==> config.mk <==
export PLATFORM = sky130hd
export DESIGN_NAME = fetch_decode
export DESIGN_NICKNAME = d
export VERILOG_FILES = /design/src/rtl/fetch_decode.sv
export SDC_FILE = /design/constraint.sdc
export NUM_CORES = 1
export LEC_CHECK = 0
export BUFFER_PORTS_ARGS = -buffer_cell sky130_fd_sc_hd__buf_4
export CAP_MARGIN = 20
export CORE_MARGIN = 2
export CORE_UTILIZATION = 50
export DETAILED_ROUTE_END_ITERATION = 10
export PLACE_DENSITY = 0.74
export SETUP_SLACK_MARGIN = 0.02
export SLEW_MARGIN = 25
export SYNTH_ARGS = -nofsm -noshare
export SYNTH_HDL_FRONTEND = slang
export SYNTH_SLANG_ARGS = --single-unit
==> constraint.sdc <==
create_clock -name clk -period 5.1 [get_ports clk]
set_clock_uncertainty 0.2 [all_clocks]
set_input_delay 0.51 -clock clk [delete_from_list [all_inputs] [get_ports clk]]
set_output_delay 0.51 -clock clk [all_outputs]
set_load 0.02 [all_outputs]
==> src/rtl/fetch_decode.sv <==
// fetch_decode: front-end stage of the Harvard core.
// Fetches 16-bit instruction words, decodes the opcode and register fields,
// reads operands from an 8 x 3-bit register file, and hands the result to the
// execute stage over a valid/ready handshake. Unconditional jumps and halt are
// handled locally. Branch redirects arrive from downstream.
module fetch_decode #(
    parameter int unsigned PC_W    = 8,
    parameter logic [4:0]  JMP_OP  = 5'b10001,
    parameter logic [4:0]  HALT_OP = 5'b11111
) (
    input  logic            clk,
    input  logic            reset,

    // instruction memory port
    output logic            imem_req,
    output logic [PC_W-1:0] imem_addr,
    input  logic            imem_valid,
    input  logic [15:0]     imem_rdata,

    // decoded instruction towards execute
    output logic            out_valid,
    input  logic            out_ready,
    output logic [4:0]      opcode,
    output logic [2:0]      rd_addr,
    output logic [2:0]      r1_val,
    output logic [2:0]      r2_val,
    output logic [7:0]      imm8,
    output logic [PC_W-1:0] out_pc,

    // register writeback
    input  logic            wb_en,
    input  logic [2:0]      wb_addr,
    input  logic [2:0]      wb_data,

    // branch redirect / flush
    input  logic            redirect_en,
    input  logic [PC_W-1:0] redirect_pc,

    output logic            halted
);

    // ------------------------------------------------------------------
    // State encoding
    // ------------------------------------------------------------------
    localparam logic [1:0] S_FETCH  = 2'd0;
    localparam logic [1:0] S_WAIT   = 2'd1;
    localparam logic [1:0] S_ISSUE  = 2'd2;
    localparam logic [1:0] S_HALTED = 2'd3;

    // ------------------------------------------------------------------
    // Registers
    // ------------------------------------------------------------------
    logic [1:0]      state_q,     state_d;
    logic [PC_W-1:0] pc_q,        pc_d;
    logic            drop_q,      drop_d;
    logic            out_valid_q, out_valid_d;
    logic            halted_q,    halted_d;
    logic [4:0]      opcode_q,    opcode_d;
    logic [2:0]      rd_addr_q,   rd_addr_d;
    logic [2:0]      r1_val_q,    r1_val_d;
    logic [2:0]      r2_val_q,    r2_val_d;
    logic [7:0]      imm8_q,      imm8_d;
    logic [PC_W-1:0] out_pc_q,    out_pc_d;
    logic [2:0]      rf_q [8];

    // ------------------------------------------------------------------
    // Instruction field decode
    // ------------------------------------------------------------------
    logic [4:0]      instr_op;
    logic [2:0]      instr_rd;
    logic [2:0]      instr_src1;
    logic [2:0]      instr_src2;
    logic [7:0]      instr_imm;
    logic [PC_W-1:0] jmp_target;
    logic [2:0]      src1_val;
    logic [2:0]      src2_val;

    assign instr_op   = imem_rdata[15:11];
    assign instr_rd   = imem_rdata[10:8];
    assign instr_src1 = imem_rdata[7:5];
    assign instr_src2 = imem_rdata[4:2];
    assign instr_imm  = imem_rdata[7:0];
    assign jmp_target = PC_W'(instr_imm);

    // Operand read with writeback bypass for the capture cycle
    always_comb begin
        src1_val = rf_q[instr_src1];
        src2_val = rf_q[instr_src2];
        if (wb_en && (wb_addr == instr_src1)) begin
            src1_val = wb_data;
        end
        if (wb_en && (wb_addr == instr_src2)) begin
            src2_val = wb_data;
        end
    end

    // ------------------------------------------------------------------
    // Next-state logic: fetch sequencing, decode capture, redirect override
    // ------------------------------------------------------------------
    always_comb begin
        state_d     = state_q;
        pc_d        = pc_q;
        drop_d      = drop_q;
        out_valid_d = out_valid_q;
        halted_d    = halted_q;
        opcode_d    = opcode_q;
        rd_addr_d   = rd_addr_q;
        r1_val_d    = r1_val_q;
        r2_val_d    = r2_val_q;
        imm8_d      = imm8_q;
        out_pc_d    = out_pc_q;

        // A stale response swallowed by the drop flag clears it wherever it lands
        if (drop_q && imem_valid) begin
            drop_d = 1'b0;
        end

        case (state_q)
            S_FETCH: begin
                state_d = S_WAIT;
            end

            S_WAIT: begin
                if (imem_valid && !drop_q) begin
                    if (instr_op == JMP_OP) begin
                        pc_d    = jmp_target;
                        state_d = S_FETCH;
                    end else if (instr_op == HALT_OP) begin
                        halted_d = 1'b1;
                        state_d  = S_HALTED;
                    end else begin
                        opcode_d    = instr_op;
                        rd_addr_d   = instr_rd;
                        r1_val_d    = src1_val;
                        r2_val_d    = src2_val;
                        imm8_d      = instr_imm;
                        out_pc_d    = pc_q;
                        pc_d        = pc_q + PC_W'(1);
                        out_valid_d = 1'b1;
                        state_d     = S_ISSUE;
                    end
                end
            end

            S_ISSUE: begin
                if (out_ready) begin
                    out_valid_d = 1'b0;
                    state_d     = S_FETCH;
                end
            end

            S_HALTED: begin
                state_d = S_HALTED;
            end

            default: begin
                state_d = S_FETCH;
            end
        endcase

        // Redirect overrides everything above. A fetch still in flight
        // (request issued this cycle, or WAIT without its response, or a
        // second response behind a stale one) must be swallowed later.
        if (redirect_en) begin
            pc_d        = redirect_pc;
            out_valid_d = 1'b0;
            halted_d    = 1'b0;
            state_d     = S_FETCH;
            drop_d      = (state_q == S_FETCH) ||
                          ((state_q == S_WAIT) && (!imem_valid || drop_q)) ||
                          (drop_q && !imem_valid);
        end
    end

    // ------------------------------------------------------------------
    // Control and output registers
    // ------------------------------------------------------------------
    always_ff @(posedge clk) begin
        if (reset) begin
            state_q     <= S_FETCH;
            pc_q        <= '0;
            drop_q      <= 1'b0;
            out_valid_q <= 1'b0;
            halted_q    <= 1'b0;
            opcode_q    <= '0;
            rd_addr_q   <= '0;
            r1_val_q    <= '0;
            r2_val_q    <= '0;
            imm8_q      <= '0;
            out_pc_q    <= '0;
        end else begin
            state_q     <= state_d;
            pc_q        <= pc_d;
            drop_q      <= drop_d;
            out_valid_q <= out_valid_d;
            halted_q    <= halted_d;
            opcode_q    <= opcode_d;
            rd_addr_q   <= rd_addr_d;
            r1_val_q    <= r1_val_d;
            r2_val_q    <= r2_val_d;
            imm8_q      <= imm8_d;
            out_pc_q    <= out_pc_d;
        end
    end

    // Register file: cleared on reset, written whenever wb_en is set
    always_ff @(posedge clk) begin
        if (reset) begin
            for (int unsigned i = 0; i < 8; i++) begin
                rf_q[i] <= '0;
            end
        end else if (wb_en) begin
            rf_q[wb_addr] <= wb_data;
        end
    end

    // ------------------------------------------------------------------
    // Outputs
    // ------------------------------------------------------------------
    // Request is gated by reset so no fetch is signalled while reset is held
    assign imem_req  = (state_q == S_FETCH) && !reset;
    assign imem_addr = pc_q;
    assign out_valid = out_valid_q;
    assign opcode    = opcode_q;
    assign rd_addr   = rd_addr_q;
    assign r1_val    = r1_val_q;
    assign r2_val    = r2_val_q;
    assign imm8      = imm8_q;
    assign out_pc    = out_pc_q;
    assign halted    = halted_q;

endmodule
==> impl_results.md, run 1 <==
* Outcome: complete, no violations
* First-pass DRT Iterations at 5
* Worst path depth at 5
* Most used DFF post-synth: dfxtp_1
* Post_cts resized at 0
* Antenna Cells at 0
* Post-synthesis async set-or-reset flop share at 0%
* RSZ-0062 raised after global routing: false
* Distinct cell type count of the synthesized netlist at 53
* DRC viols at 0
* Critical Path RT at 5.16 ns
* Hold Fails Final Rpt at 0
* Crit path DAT at 2.40 ns
* DP Area at 0.00408 mm²
* Synth top area cells: dfxtp_1, edfxtp_1, a21oi_1
* Slowest CP cell: or2_2
* Wire length of the first global-routing pass at 14600 µm
* WHS at 0.155 ns
* Port bufs at 76
* Crit. End Element: flip-flop
* Layout cells sized above 1 at 26.5%
* Htree depth at 3
* Final setup fails at 0
* Setup bufs post-CTS at 0
* Antenna violations before repair at 0
* Startpoint types: primary input
* Starting Density at 52.1%
* CTS Buf Count at 9
* Number of DRC markers in iteration 0 at 166
* Number of global-route vias before repair at 2985
* DR vias at 3152
* P_leak at 1.64 nW
* Clock latency on the worst-skew pair at 0.34 ns
* Synthesized area at 0.00356 mm²
* Root Buffer: clkbuf_8
* # hold bufs at CTS at 0
* Cell Pwr Density at 299 mW/mm²
* Max clock buf depth at 2
* Height of the die at 88.3 µm
* CP endpoint: imem_addr[6]
* Gr usage total at 24.3%
* Post-layout util at 63.3%
* Die area at 0.00780 mm²
* Post-route antenna net violation count at 0
* CP cell instances: buf_4, nand4bb_1, or2_2, a311o_1, a221oi_2
* Register area share after synthesis at 44.5%
* VDD IR max at 226 µV
* CP bufs+invs at 1
* Die Width at 88.3 µm
* Setup TNS Final at 0 ns
* Final Slew Violations at 0
* Final period utilization at 46.0%
* Pin slew with the least headroom to its limit at 0.769 ns
* Crit path from: imem_rdata[13]
* Commonest non-fill, non-tap cell in the layout: buf_4
* Clock sinks at 67
* DP HPWL at 6240 µm
* Yosys reg bits at 67
* Number of cells after detailed placement at 522
* Syn_nets at 419
* Commonest non-fill, non-tap cells in the layout: buf_4, dfxtp_1, a21oi_1
* Top-level I/O count at 77
* Syn avg cell area at 9.31 µm²
* Finished Layout Cells at 538
* CTS tree: built
* Synth Warn # at 0
* Wire per inst at 16.9 µm
* FP Rows at 30
* Clock transition at path regs at 0.07 ns
* Setup CP Type: in -> reg
* CP top delay family: simple AND/OR/NAND/NOR gates
* Largest net degree at the start of global routing at 50
* Fin crit period at 2.35 ns
* Max Freq at 426 MHz
* Design area at 0.00433 mm²
* Synth-to-Final Area Change at 21.6%
* Worst Reg-to-Reg Cells at 5
* Vias per cell at 5.86
* Final #Nets at 474
* Total Power at 1.30 mW
* CP peak stage delay at 0.70 ns
* Worst r2r dst: r1_val[0]
* Final WS setup at 2.75 ns
* EDFF count, synth at 24
* Synth top area share at 24.2%
* Core area at 0.00683 mm²
* Crit-path max FO at 32
* Reg-to-reg slack, setup at 2.79 ns
* Post-Place Worst Slack at 2.25 ns
* Hold crit path type: in -> reg
* Reg-to-reg critical path startpoint: state_q[0]
* Worst hold path depth at 2
* Synth Instances at 382
* Total grt overflow at 0
* WL final at 9080 µm
* Post-synth top area cell: dfxtp_1
* Slew HR at 48.7%
* Max-Cap Viols at 0
* RD Place Congestion at 0.818
==> metal layers <==
metal,vias up,share of wire [%],track usage (%)
li1,1508,-,-
met1,1519,43,32.4
met2,112,49,40.1
met3,13,5.6,5.13
met4,0,1.6,7.44
met5,-,0,0
==> flip-flops by register name, indices dropped and copies added, names as in the netlist <==
signal,count
rd_addr,3
halted,1
imm8,8
drop_q,1
state_q,2
opcode,5
rf_q,24
out_valid,1
r2_val,3
r1_val,3
imem_addr,8
out_pc,8
==> cells in the mapped netlist (2+ instances only) <==
cell / instances
buf_6: 2
a2111oi_0: 2
buf_1: 3
mux4_2: 4
nor2b_1: 9
nor3b_1: 3
dlygate4sd1_1: 2
nand2_1: 20
and4_1: 2
nand4_1: 3
o31ai_1: 3
edfxtp_1: 24
and2_1: 24
o211ai_1: 3
buf_4: 4
a22oi_1: 4
nand3_1: 27
inv_1: 4
mux2i_1: 17
a21oi_1: 37
dfxtp_1: 43
and4_2: 2
clkbuf_1: 11
o21ai_0: 35
o41ai_1: 2
buf_2: 9
a311o_1: 2
or2_2: 10
a221oi_2: 2
nor3_1: 9
a211oi_1: 11
nand2b_1: 3
or3_1: 6
nor2_1: 16
xnor2_1: 6
==> power by group <==
group	switching (mW)	internal [mW]	leakage, nW
Sequential	0.0201	0.578	0.580
Clock	0.203	0.325	0.129
Combinational	0.0944	0.0747	0.927
==> how the worst min path moves through the flow <==
stage / startpoint / endpoint / slack, ns
final: out_ready / out_valid / 0.16
after CTS: out_ready / out_valid / 0.14
after global routing: out_ready / out_valid / 0.15
after global placement: out_pc[4] / out_pc[4] / 0.26
after floorplan: state_q[0] / state_q[1] / 0.28
after detailed placement: imm8[7] / imm8[7] / 0.27
==> cell families after synthesis <==
kind of cell | synth area share, %
AND/OR/NAND/NOR | 21.7
AO/OA/AOI/OAI | 18.8
flip-flops | 44.5
buffers and inverters | 5.87
multiplexers | 7.32
XOR/XNOR | 1.48
adder cells (fa/ha/maj) | 0.352
==> cell type report <==
class,count,area (µm²)
Clock buffer,14,215
Clock inverter,2,35.0
Fill cell,596,2500
Inverter,4,15.0
Multi-Input combinational cell,277,1770
Sequential cell,67,1580
Tap cell,96,120
Timing Repair Buffer,78,586
No activity file was read; power rests on OpenSTA's default activity.
==> run 2: changes to the inputs <==
clock period = 2.22 ns   (was 5.1 ns; I/O delays follow)
==> impl_results.md, run 2 (synthesis gave the netlist of run 1 again) <==
* Number of global-route vias before repair at 3085
* Hold crit path type: in -> reg
* VDD IR max at 392 µV
* Max Freq at 479 MHz
* NetSw at 0.782 mW
* Max clock buf depth at 2
* Core area at 0.00683 mm²
* Hold endpoint: imm8[4]
* Sw frac at 28.4%
* WL final at 9720 µm
* Max reg flops at 24
* Commonest non-fill, non-tap cell in the layout: buf_4
* Clock sinks at 67
* DR vias at 3266
* DP Area at 0.00416 mm²
* Vias per cell at 5.74
* Pint at 1.97 mW
* Setup TNS Final at 0 ns
* First-pass DRT Iterations at 5
* CTS Buf Count at 9
* WHS at 0.0187 ns
* Worst hold path depth at 3
* Root Buffer: clkbuf_8
* Final setup fails at 0
* Htree depth at 3
* Starting Density at 52.1%
* Hold Fails Final Rpt at 0
* Reg-to-reg slack, setup at 0.19 ns
* Slew HR at 65.0%
* Sequential power share at 49.8%
* DP HPWL at 6690 µm
* Antenna Cells at 0
* RD Place Congestion at 0.881
* Clock latency on the worst-skew pair at 0.35 ns
* FP Rows at 30
* Height of the die at 88.3 µm
* Max-Cap Viols at 0
* Crit. End Element: flip-flop
* Comb power frac at 15.8%
* Cell Pwr Density at 604 mW/mm²
* Startpoint types: primary input
* Largest net degree at the start of global routing at 49
* Clock transition at path regs at 0.08 ns
* Total grt overflow at 0
* Reg-to-reg critical path startpoint: imem_addr[1]
* Port bufs at 76
* Pin slew with the least headroom to its limit at 0.525 ns
* Final Slew Violations at 0
* Total Power at 2.75 mW
* Final period utilization at 94.1%
* Die Width at 88.3 µm
* RSZ-0062 raised after global routing: false
* Crit-path max FO at 14
* Post-route antenna net violation count at 0
* Number of DRC markers in iteration 0 at 182
* Top reg by flops: rf_q
* Worst r2r dst: imem_addr[6]
* CTS tree: built
* Layout cells sized above 1 at 26.8%
* P_leak at 1.75 nW
* Design area at 0.00455 mm²
* Worst Reg-to-Reg Cells at 5
* Synth-to-Final Area Change at 27.9%
* Final #Nets at 505
* Setup CP Type: in -> reg
* Crit path DAT at 2.14 ns
* Top-level I/O count at 77
* Die area at 0.00780 mm²
* Gr usage total at 25.5%
* Commonest non-fill, non-tap cells in the layout: buf_4, dfxtp_1, a21oi_1
* Outcome: complete, no violations
* Wire length of the first global-routing pass at 15100 µm
* Clock power share at 34.4%
* Worst Hold Launch: imem_rdata[4]
* DRC viols at 0
* Antenna violations before repair at 0
* Fin crit period at 2.09 ns
* Wire per inst at 17.1 µm
* Critical Path RT at 2.27 ns
==> run 2: worst max path at each step <==
stage	startpoint	end	slack, ns	depth (start not counted)
3_3_place_gp	imem_addr[1]	imem_addr[6]	0.29	5
2_1_floorplan	imem_addr[0]	imem_addr[6]	0.18	5
6_report	imem_rdata[13]	r1_val[1]	0.13	8
5_1_grt	imem_rdata[13]	imem_addr[2]	0.02	8
4_1_cts	imem_addr[1]	imem_addr[6]	0.15	5
3_5_place_dp	imem_addr[1]	imem_addr[6]	0.18	5
==> run 2: routing by layer <==
metal / track usage (%) / vias to the layer above / part of all wire (%)
met5: 0 / - / 0
met4: 7.99 / 0 / 1.3
met3: 3.92 / 17 / 5.9
met2: 44.8 / 121 / 50
met1: 32.2 / 1557 / 42
li1: - / 1571 / -
==> run 2: timing repair <==
action	in CTS	in global routing
hold endpoints to repair	20	0
endpoints found under the setup margin	0	2
buffers inserted	0	0
hold buffers	21	0
resized for setup	0	2
==> run 2: area by class of cell <==
class	count	area, µm²
clock inverters	6	38.8
well taps	96	120
fillers	592	2280
flip-flops and latches	67	1580
multi-input cells	277	1770
clock buffers	10	138
repair buffers	109	887
inverters	4	15.0
==> run 2: metrics by stage <==
stage	utilization [%]	setup WS (ns)	std cells
after global routing	66.6	0.0219	569
final	66.6	0.131	569
after CTS	66.5	0.148	569
after global placement	60.9	0.291	532
after detailed placement	60.9	0.178	532
after floorplan	-	0.180	382
==> run 2: power by group through the flow <==
stage	registers [mW]	clock network, mW	logic, mW
floorplan	1.41	0	0.220
global placement	1.39	0	0.394
detailed placement	1.40	0	0.402
CTS	1.37	0.947	0.433
global route	1.38	0.995	0.471
finish	1.37	0.945	0.436
==> run 2: worst max-delay path: stages <==
cell and delay, ns:
dlygate4sd3_1 0.56, buf_4 0.16, nand4bb_1 0.21, buf_4 0.20
nor2_2 0.24, buf_6 0.21, a211oi_1 0.06, a211oi_1 0.28
